$ cat config.mk
export PLATFORM = sky130hd
export DESIGN_NAME = mdc_entradas
export DESIGN_NICKNAME = d
export VERILOG_FILES = /design/src/rtl/mdc_pkg.sv /design/src/rtl/mdc_antirrebote.sv /design/src/rtl/mdc_entradas.sv
export SDC_FILE = /design/constraint.sdc
export NUM_CORES = 1
export LEC_CHECK = 0
export CAP_MARGIN = 10
export CORE_MARGIN = 10
export CORE_UTILIZATION = 25
export DETAILED_ROUTE_END_ITERATION = 16
export GPL_ROUTABILITY_DRIVEN = 0
export PLACE_DENSITY = 0.49
export SLEW_MARGIN = 10
export SYNTH_ARGS = -nofsm -noshare
export SYNTH_HDL_FRONTEND = slang
export SYNTH_HIERARCHICAL = 1
export SYNTH_SLANG_ARGS = --single-unit
$ cat constraint.sdc
create_clock -name clk -period 2.43 [get_ports clk]
set_clock_uncertainty 0.1 [all_clocks]
set_input_delay 0.6075 -clock clk [delete_from_list [all_inputs] [get_ports clk]]
set_output_delay 0.6075 -clock clk [all_outputs]
set_load 0.05 [all_outputs]
$ cat src/rtl/mdc_pkg.sv
// Shared types and default constants for the coffee-machine input front-end.
package mdc_pkg;

    localparam int CNT_W          = 8;
    localparam int DEB_CYCLES_DEF = 4;
    localparam int C5_MIN_DEF     = 4;
    localparam int C5_MAX_DEF     = 7;
    localparam int C10_MIN_DEF    = 10;
    localparam int C10_MAX_DEF    = 15;
    localparam int TIMEOUT_DEF    = 255;

    typedef enum logic [1:0] {
        IDLE = 2'd0,
        MEAS = 2'd1,
        CLAS = 2'd2
    } coin_st_e;

    function automatic logic in_range(input logic [CNT_W-1:0] v, input int lo, input int hi);
        return (int'(v) >= lo) && (int'(v) <= hi);
    endfunction

endpackage

$ cat src/rtl/mdc_antirrebote.sv
// 2-flop synchroniser plus debounce counter; flags the cycle the accepted level rises.
module mdc_antirrebote
    import mdc_pkg::*;
#(
    parameter int DEB_CYCLES = DEB_CYCLES_DEF
) (
    input  logic clk,
    input  logic rst,
    input  logic btn_raw,
    output logic rise
);

    localparam int CW = (DEB_CYCLES < 2) ? 1 : $clog2(DEB_CYCLES + 1);

    logic          s1_q, s2_q;
    logic          lvl_q, lvl_d;
    logic [CW-1:0] cnt_q, cnt_d;

    // rise is combinational so the caller latches on the same edge the level is accepted
    always_comb begin
        cnt_d = '0;
        lvl_d = lvl_q;
        rise  = 1'b0;
        if (s2_q != lvl_q) begin
            if (cnt_q == CW'(DEB_CYCLES - 1)) begin
                lvl_d = s2_q;
                rise  = s2_q;
            end else begin
                cnt_d = cnt_q + 1'b1;
            end
        end
    end

    always_ff @(posedge clk or negedge rst) begin
        if (!rst) begin
            s1_q  <= 1'b0;
            s2_q  <= 1'b0;
            lvl_q <= 1'b0;
            cnt_q <= '0;
        end else begin
            s1_q  <= btn_raw;
            s2_q  <= s1_q;
            lvl_q <= lvl_d;
            cnt_q <= cnt_d;
        end
    end

endmodule

$ cat src/rtl/mdc_entradas.sv
// Coin pulse classifier, selection latches and partial-transaction timeout
// feeding the coffee-machine FSM.
module mdc_entradas
    import mdc_pkg::*;
#(
    parameter int DEB_CYCLES = DEB_CYCLES_DEF,
    parameter int C5_MIN     = C5_MIN_DEF,
    parameter int C5_MAX     = C5_MAX_DEF,
    parameter int C10_MIN    = C10_MIN_DEF,
    parameter int C10_MAX    = C10_MAX_DEF,
    parameter int TIMEOUT    = TIMEOUT_DEF
) (
    input  logic clk,
    input  logic rst,
    input  logic coin_sns,
    input  logic btn_cafe,
    input  logic btn_te,
    input  logic clr,
    output logic hm,
    output logic mc,
    output logic md,
    output logic bp,
    output logic bc,
    output logic bt,
    output logic rej
);

    localparam int TW = (TIMEOUT < 2) ? 1 : $clog2(TIMEOUT + 1);

    logic             cs1_q, cs2_q;
    coin_st_e         state_q, state_d;
    logic [CNT_W-1:0] cnt_q, cnt_d;
    logic             hm_q, hm_d, mc_q, mc_d, md_q, md_d;
    logic             bp_q, bp_d, bc_q, bc_d, bt_q, bt_d;
    logic             rej_q, rej_d;
    logic [TW-1:0]    to_q, to_d;
    logic             rise_c, rise_t;
    logic             classify, is5, is10, one_side, tmo, flush;

    mdc_antirrebote #(.DEB_CYCLES(DEB_CYCLES)) u_deb_cafe (
        .clk     (clk),
        .rst     (rst),
        .btn_raw (btn_cafe),
        .rise    (rise_c)
    );

    mdc_antirrebote #(.DEB_CYCLES(DEB_CYCLES)) u_deb_te (
        .clk     (clk),
        .rst     (rst),
        .btn_raw (btn_te),
        .rise    (rise_t)
    );

    // MEAS is only left on a low sample, so a high level in IDLE is a fresh rise
    always_comb begin
        state_d = state_q;
        cnt_d   = cnt_q;
        case (state_q)
            IDLE: if (cs2_q) begin
                state_d = MEAS;
                cnt_d   = CNT_W'(1);
            end
            MEAS: if (cs2_q) begin
                if (cnt_q != '1) cnt_d = cnt_q + 1'b1;
            end else begin
                state_d = CLAS;
            end
            CLAS:    state_d = IDLE;
            default: state_d = IDLE;
        endcase
    end

    assign classify = (state_q == CLAS);
    assign is5      = in_range(cnt_q, C5_MIN, C5_MAX);
    assign is10     = in_range(cnt_q, C10_MIN, C10_MAX);
    assign one_side = hm_q ^ bp_q;
    assign tmo      = one_side && (to_q == TW'(TIMEOUT - 1));
    assign flush    = clr | tmo;

    always_comb begin
        hm_d  = hm_q;
        mc_d  = mc_q;
        md_d  = md_q;
        bp_d  = bp_q;
        bc_d  = bc_q;
        bt_d  = bt_q;
        rej_d = 1'b0;
        to_d  = one_side ? to_q + 1'b1 : '0;
        if (flush) begin
            // any coin being classified now is handed back, valid or not
            hm_d  = 1'b0;
            mc_d  = 1'b0;
            md_d  = 1'b0;
            bp_d  = 1'b0;
            bc_d  = 1'b0;
            bt_d  = 1'b0;
            to_d  = '0;
            rej_d = classify | (tmo & hm_q);
        end else begin
            if (classify) begin
                if ((is5 || is10) && !hm_q) begin
                    hm_d = 1'b1;
                    mc_d = is5;
                    md_d = ~is5;
                end else begin
                    rej_d = 1'b1;
                end
            end
            if (!bp_q && (rise_c ^ rise_t)) begin
                bp_d = 1'b1;
                bc_d = rise_c;
                bt_d = rise_t;
            end
        end
    end

    always_ff @(posedge clk or negedge rst) begin
        if (!rst) begin
            cs1_q   <= 1'b0;
            cs2_q   <= 1'b0;
            state_q <= IDLE;
            cnt_q   <= '0;
            hm_q    <= 1'b0;
            mc_q    <= 1'b0;
            md_q    <= 1'b0;
            bp_q    <= 1'b0;
            bc_q    <= 1'b0;
            bt_q    <= 1'b0;
            rej_q   <= 1'b0;
            to_q    <= '0;
        end else begin
            cs1_q   <= coin_sns;
            cs2_q   <= cs1_q;
            state_q <= state_d;
            cnt_q   <= cnt_d;
            hm_q    <= hm_d;
            mc_q    <= mc_d;
            md_q    <= md_d;
            bp_q    <= bp_d;
            bc_q    <= bc_d;
            bt_q    <= bt_d;
            rej_q   <= rej_d;
            to_q    <= to_d;
        end
    end

    assign hm  = hm_q;
    assign mc  = mc_q;
    assign md  = md_q;
    assign bp  = bp_q;
    assign bc  = bc_q;
    assign bt  = bt_q;
    assign rej = rej_q;

endmodule

==> metrics.md <==
| Metric | Value |
|---|---|
| Dpl hpwl | `around 2100 um` |
| Worst path bufs/invs | `1` |
| Critical path type | `flop to output pin` |
| Commonest non-fill, non-tap cell in the layout | `dfrtp_1` |
| Synth Cell Area | `1740 um^2` |
| CP peak stage delay | `0.85 ns` |
| Placed cell count | `~260` |
| Pre-CTS setup slack | `around 0.42 ns` |
| Fin crit period | `around 2.3 ns` |
| Fin worst setup slack | `approximately 0.12 ns` |
| Leak Pwr | `0.884 nW` |
| Fin. max-slew vios | `0` |
| Drt pass-1 iters | `2` |
| Synth unique cells | `37` |
| # rows | `30` |
| CP cell instances | `clkdlybuf4s50_1` |
| Top post-synthesis cells by area | `dfrtp_1, xor2_1, ha_1` |
| Psw | `419 uW` |
| Worst slew margin | `57.1%` |
| Yosys warns | `6` |
| I/O Pins | `13` |
| CTS Buf Count | `5` |
| Die area | `10700 um^2` |
| DR vias/cell | `4.16` |
| Cell family with most CP delay | `buffers and inverters` |
| Initial antenna violation count | `0` |
| Total clock sinks | `39` |
| Logic pwr share | `18.0%` |
| Worst-path clk slew | `0.08 ns` |
| Setup bufs post-CTS | `0` |
| Slew @ Worst Pin | `between 0.6 and 0.7 ns` |
| PD cells | `711 nW/um^2` |
| #FFs+latches synth | `39` |
| DR WL/cell | `11.2 um` |
| CP Max Fanout | `5` |
| Total power | `roughly 1.5 mW` |
| Setup TNS | `0 ns` |
| Critical path startpoint category | `flop` |
| CTS tree | `done` |
| Drt drc | `0` |
| Post-synth top area share | `56.0%` |
| # port buffers | `12` |
| Initial core utilization | `25.7%` |
| WL met2 | `about 1400 um` |
| Final hold vios | `0` |
| Seq/Total Area, Yosys | `between 50% and 60%` |
| Fin crit share | `95.2%` |
| Post-cts sizing count | `0` |
| Clk Latency, worst-skew pair | `0.29 ns` |
| Worst path required time | `1.72 ns` |
| Post-CTS Hold Buffers | `0` |
| Die height | `103 um` |
| Area grow syn2layout | `18.6%` |
| RSZ-0062 raised after global routing | `no` |
| Net Sw Frac | `28.6%` |
| CTS H-Tree Depth | `2` |
| GRT overflow | `0` |
| Crit end category | `output pin` |
| Final net count | `184` |
| M1 wire length | `1430 um` |
| Final WL | `3020 um` |
| First-pass GRT wire length | `5510 um` |
| Total track usage | `6.55%` |
| Flop pwr share | `53.4%` |
| Top Metal Used | `met4` |
| Post-synth net total | `165` |
| Routed Antenna Nets | `0` |
| Status | `finished clean` |
| Arrival time at the worst endpoint | `1.61 ns` |
| Slowest-stage cell, CP | `clkdlybuf4s50_1` |
| Diodes inserted | `0` |
| Number of global-route vias before repair | `between 1000 and 1500` |
| Cell count after synthesis | `153` |
| Horiz. Die Dim | `between 100 and 150 um` |
| CTS max path bufs | `2` |
| Synth area leader | `dfrtp_1` |
| Max-cap violations | `0` |
| Core Region | `6790 um^2` |
| Power share of the clock group | `28.5%` |
| CTS root buffer | `clkbuf_8` |
| Post-route insts no fill | `269` |
| FMAX | `0.432 GHz` |
| R2r setup slk | `0.54 ns` |
| Commonest cells after routing, fill and taps aside | `dfrtp_1, nor2_1, clkdlybuf4s50_1, o21ai_0, xor2_1` |
| Final core utilization | `30.4%` |
| Via count | `1120` |
| Max IR drop VDD | `between 0.15 and 0.2 mV` |
| Starting DRT DRC Count | `54` |
| Internal power | `approximately 1.0 mW` |
| Layout cells sized above 1 | `11.6%` |
| DR WL met3 | `163 um` |
| Hold Path Class | `flop to flop` |
| Largest net degree at the start of global routing | `40` |
| Synthesized area per cell | `11.4 um^2` |
| Finish-stage setup viols | `0` |
[sequential cells by signal (all words and copies together) (netlist names), 2 cells and up]
register	count
state_q	2
cnt_q	8
u_deb_te/cnt_q	3
u_deb_cafe/cnt_q	3
to_q	8
[synthesized netlist by cell type, drive strengths merged]
| cell | count |
|---|---|
| and3b | 2 |
| nand2b | 4 |
| nor3 | 3 |
| inv | 6 |
| nand2 | 4 |
| xnor2 | 3 |
| mux2 | 2 |
| nand4 | 4 |
| a211oi | 1 |
| mux2i | 1 |
| nand4bb | 1 |
| nor2 | 20 |
| o211ai | 1 |
| o21bai | 1 |
| nor2b | 3 |
| or3 | 2 |
| xor2 | 9 |
| nand3b | 1 |
| and4 | 2 |
| ha | 6 |
| o31ai | 2 |
| and3 | 3 |
| o21ai | 11 |
| dfrtp | 39 |
| clkbuf | 1 |
| nand3 | 5 |
| a21oi | 6 |
| nor3b | 5 |
| or4 | 2 |
| a21o | 1 |
| nor4 | 1 |
| o2bb2ai | 1 |
[path summary, 6_finish.rpt]
check	end	from	depth (start not counted)
max reg2reg	cnt_q[5]	cnt_q[1]	5
max	hm	hm	1
min in group asynchronous	u_deb_cafe/s2_q	rst	2
min reg2reg	u_deb_te/s2_q	u_deb_te/s1_q	0
min	u_deb_te/s2_q	u_deb_te/s1_q	0
max in group asynchronous	to_q[5]	rst	2
[layout make-up]
| type | count | area [um^2] |
|---|---|---|
| Multi-Input combinational cell | 107 | 741 |
| Sequential cell | 39 | 976 |
| Inverter | 6 | 22.5 |
| Fill cell | 695 | 4730 |
| Tap cell | 96 | 120 |
| Clock inverter | 2 | 12.5 |
| Clock buffer | 6 | 72.6 |
| Timing Repair Buffer | 13 | 123 |
[metrics by stage]
step | hold WS [ns] | area (um^2)
4_1_cts | 0.253 | 2070
3_5_place_dp | 0.235 | 1980
5_1_grt | 0.260 | 2070
2_1_floorplan | 0.212 | 1740
3_3_place_gp | 0.232 | 1980
6_report | 0.250 | 2070
[logic make-up (layout without fill, tap and decap cells)]
logic type	count (synthesis)	count (layout)	share of synthesized area (%)
AOI/OAI and AO/OA	24	24	7.97
xor gates and xnor gates	12	12	6.03
adders and majority gates	6	6	4.31
buffers and inverters	7	27	1.51
DFF	39	39	56.0
muxes	3	3	1.87
and+or+nand+nor	62	62	22.3
[metal layers]
layer,track usage [%],vias to the layer above
met3,2.33,7
li1,-,573
met5,0,-
met2,9.80,13
met4,3.21,0
met1,8.19,527
[power by group through the flow]
stage / combinational [mW] / sequential [mW] / clock, mW
4_1_cts: 0.271 / 0.785 / 0.441
6_report: 0.265 / 0.784 / 0.419
3_5_place_dp: 0.271 / 0.798 / 0
5_1_grt: 0.306 / 0.797 / 0.471
3_3_place_gp: 0.267 / 0.796 / 0
2_1_floorplan: 0.177 / 0.808 / 0
[worst register-to-register path, delay by kind of cell, from the launching register on]
family	cells	cell delay (ns)
AND/OR/NAND/NOR	1	0.16
flip-flops	1	0.42
AO/OA/AOI/OAI	3	0.90
adder cells (fa/ha/maj)	1	0.25
Power figures use the tool's default switching activity.
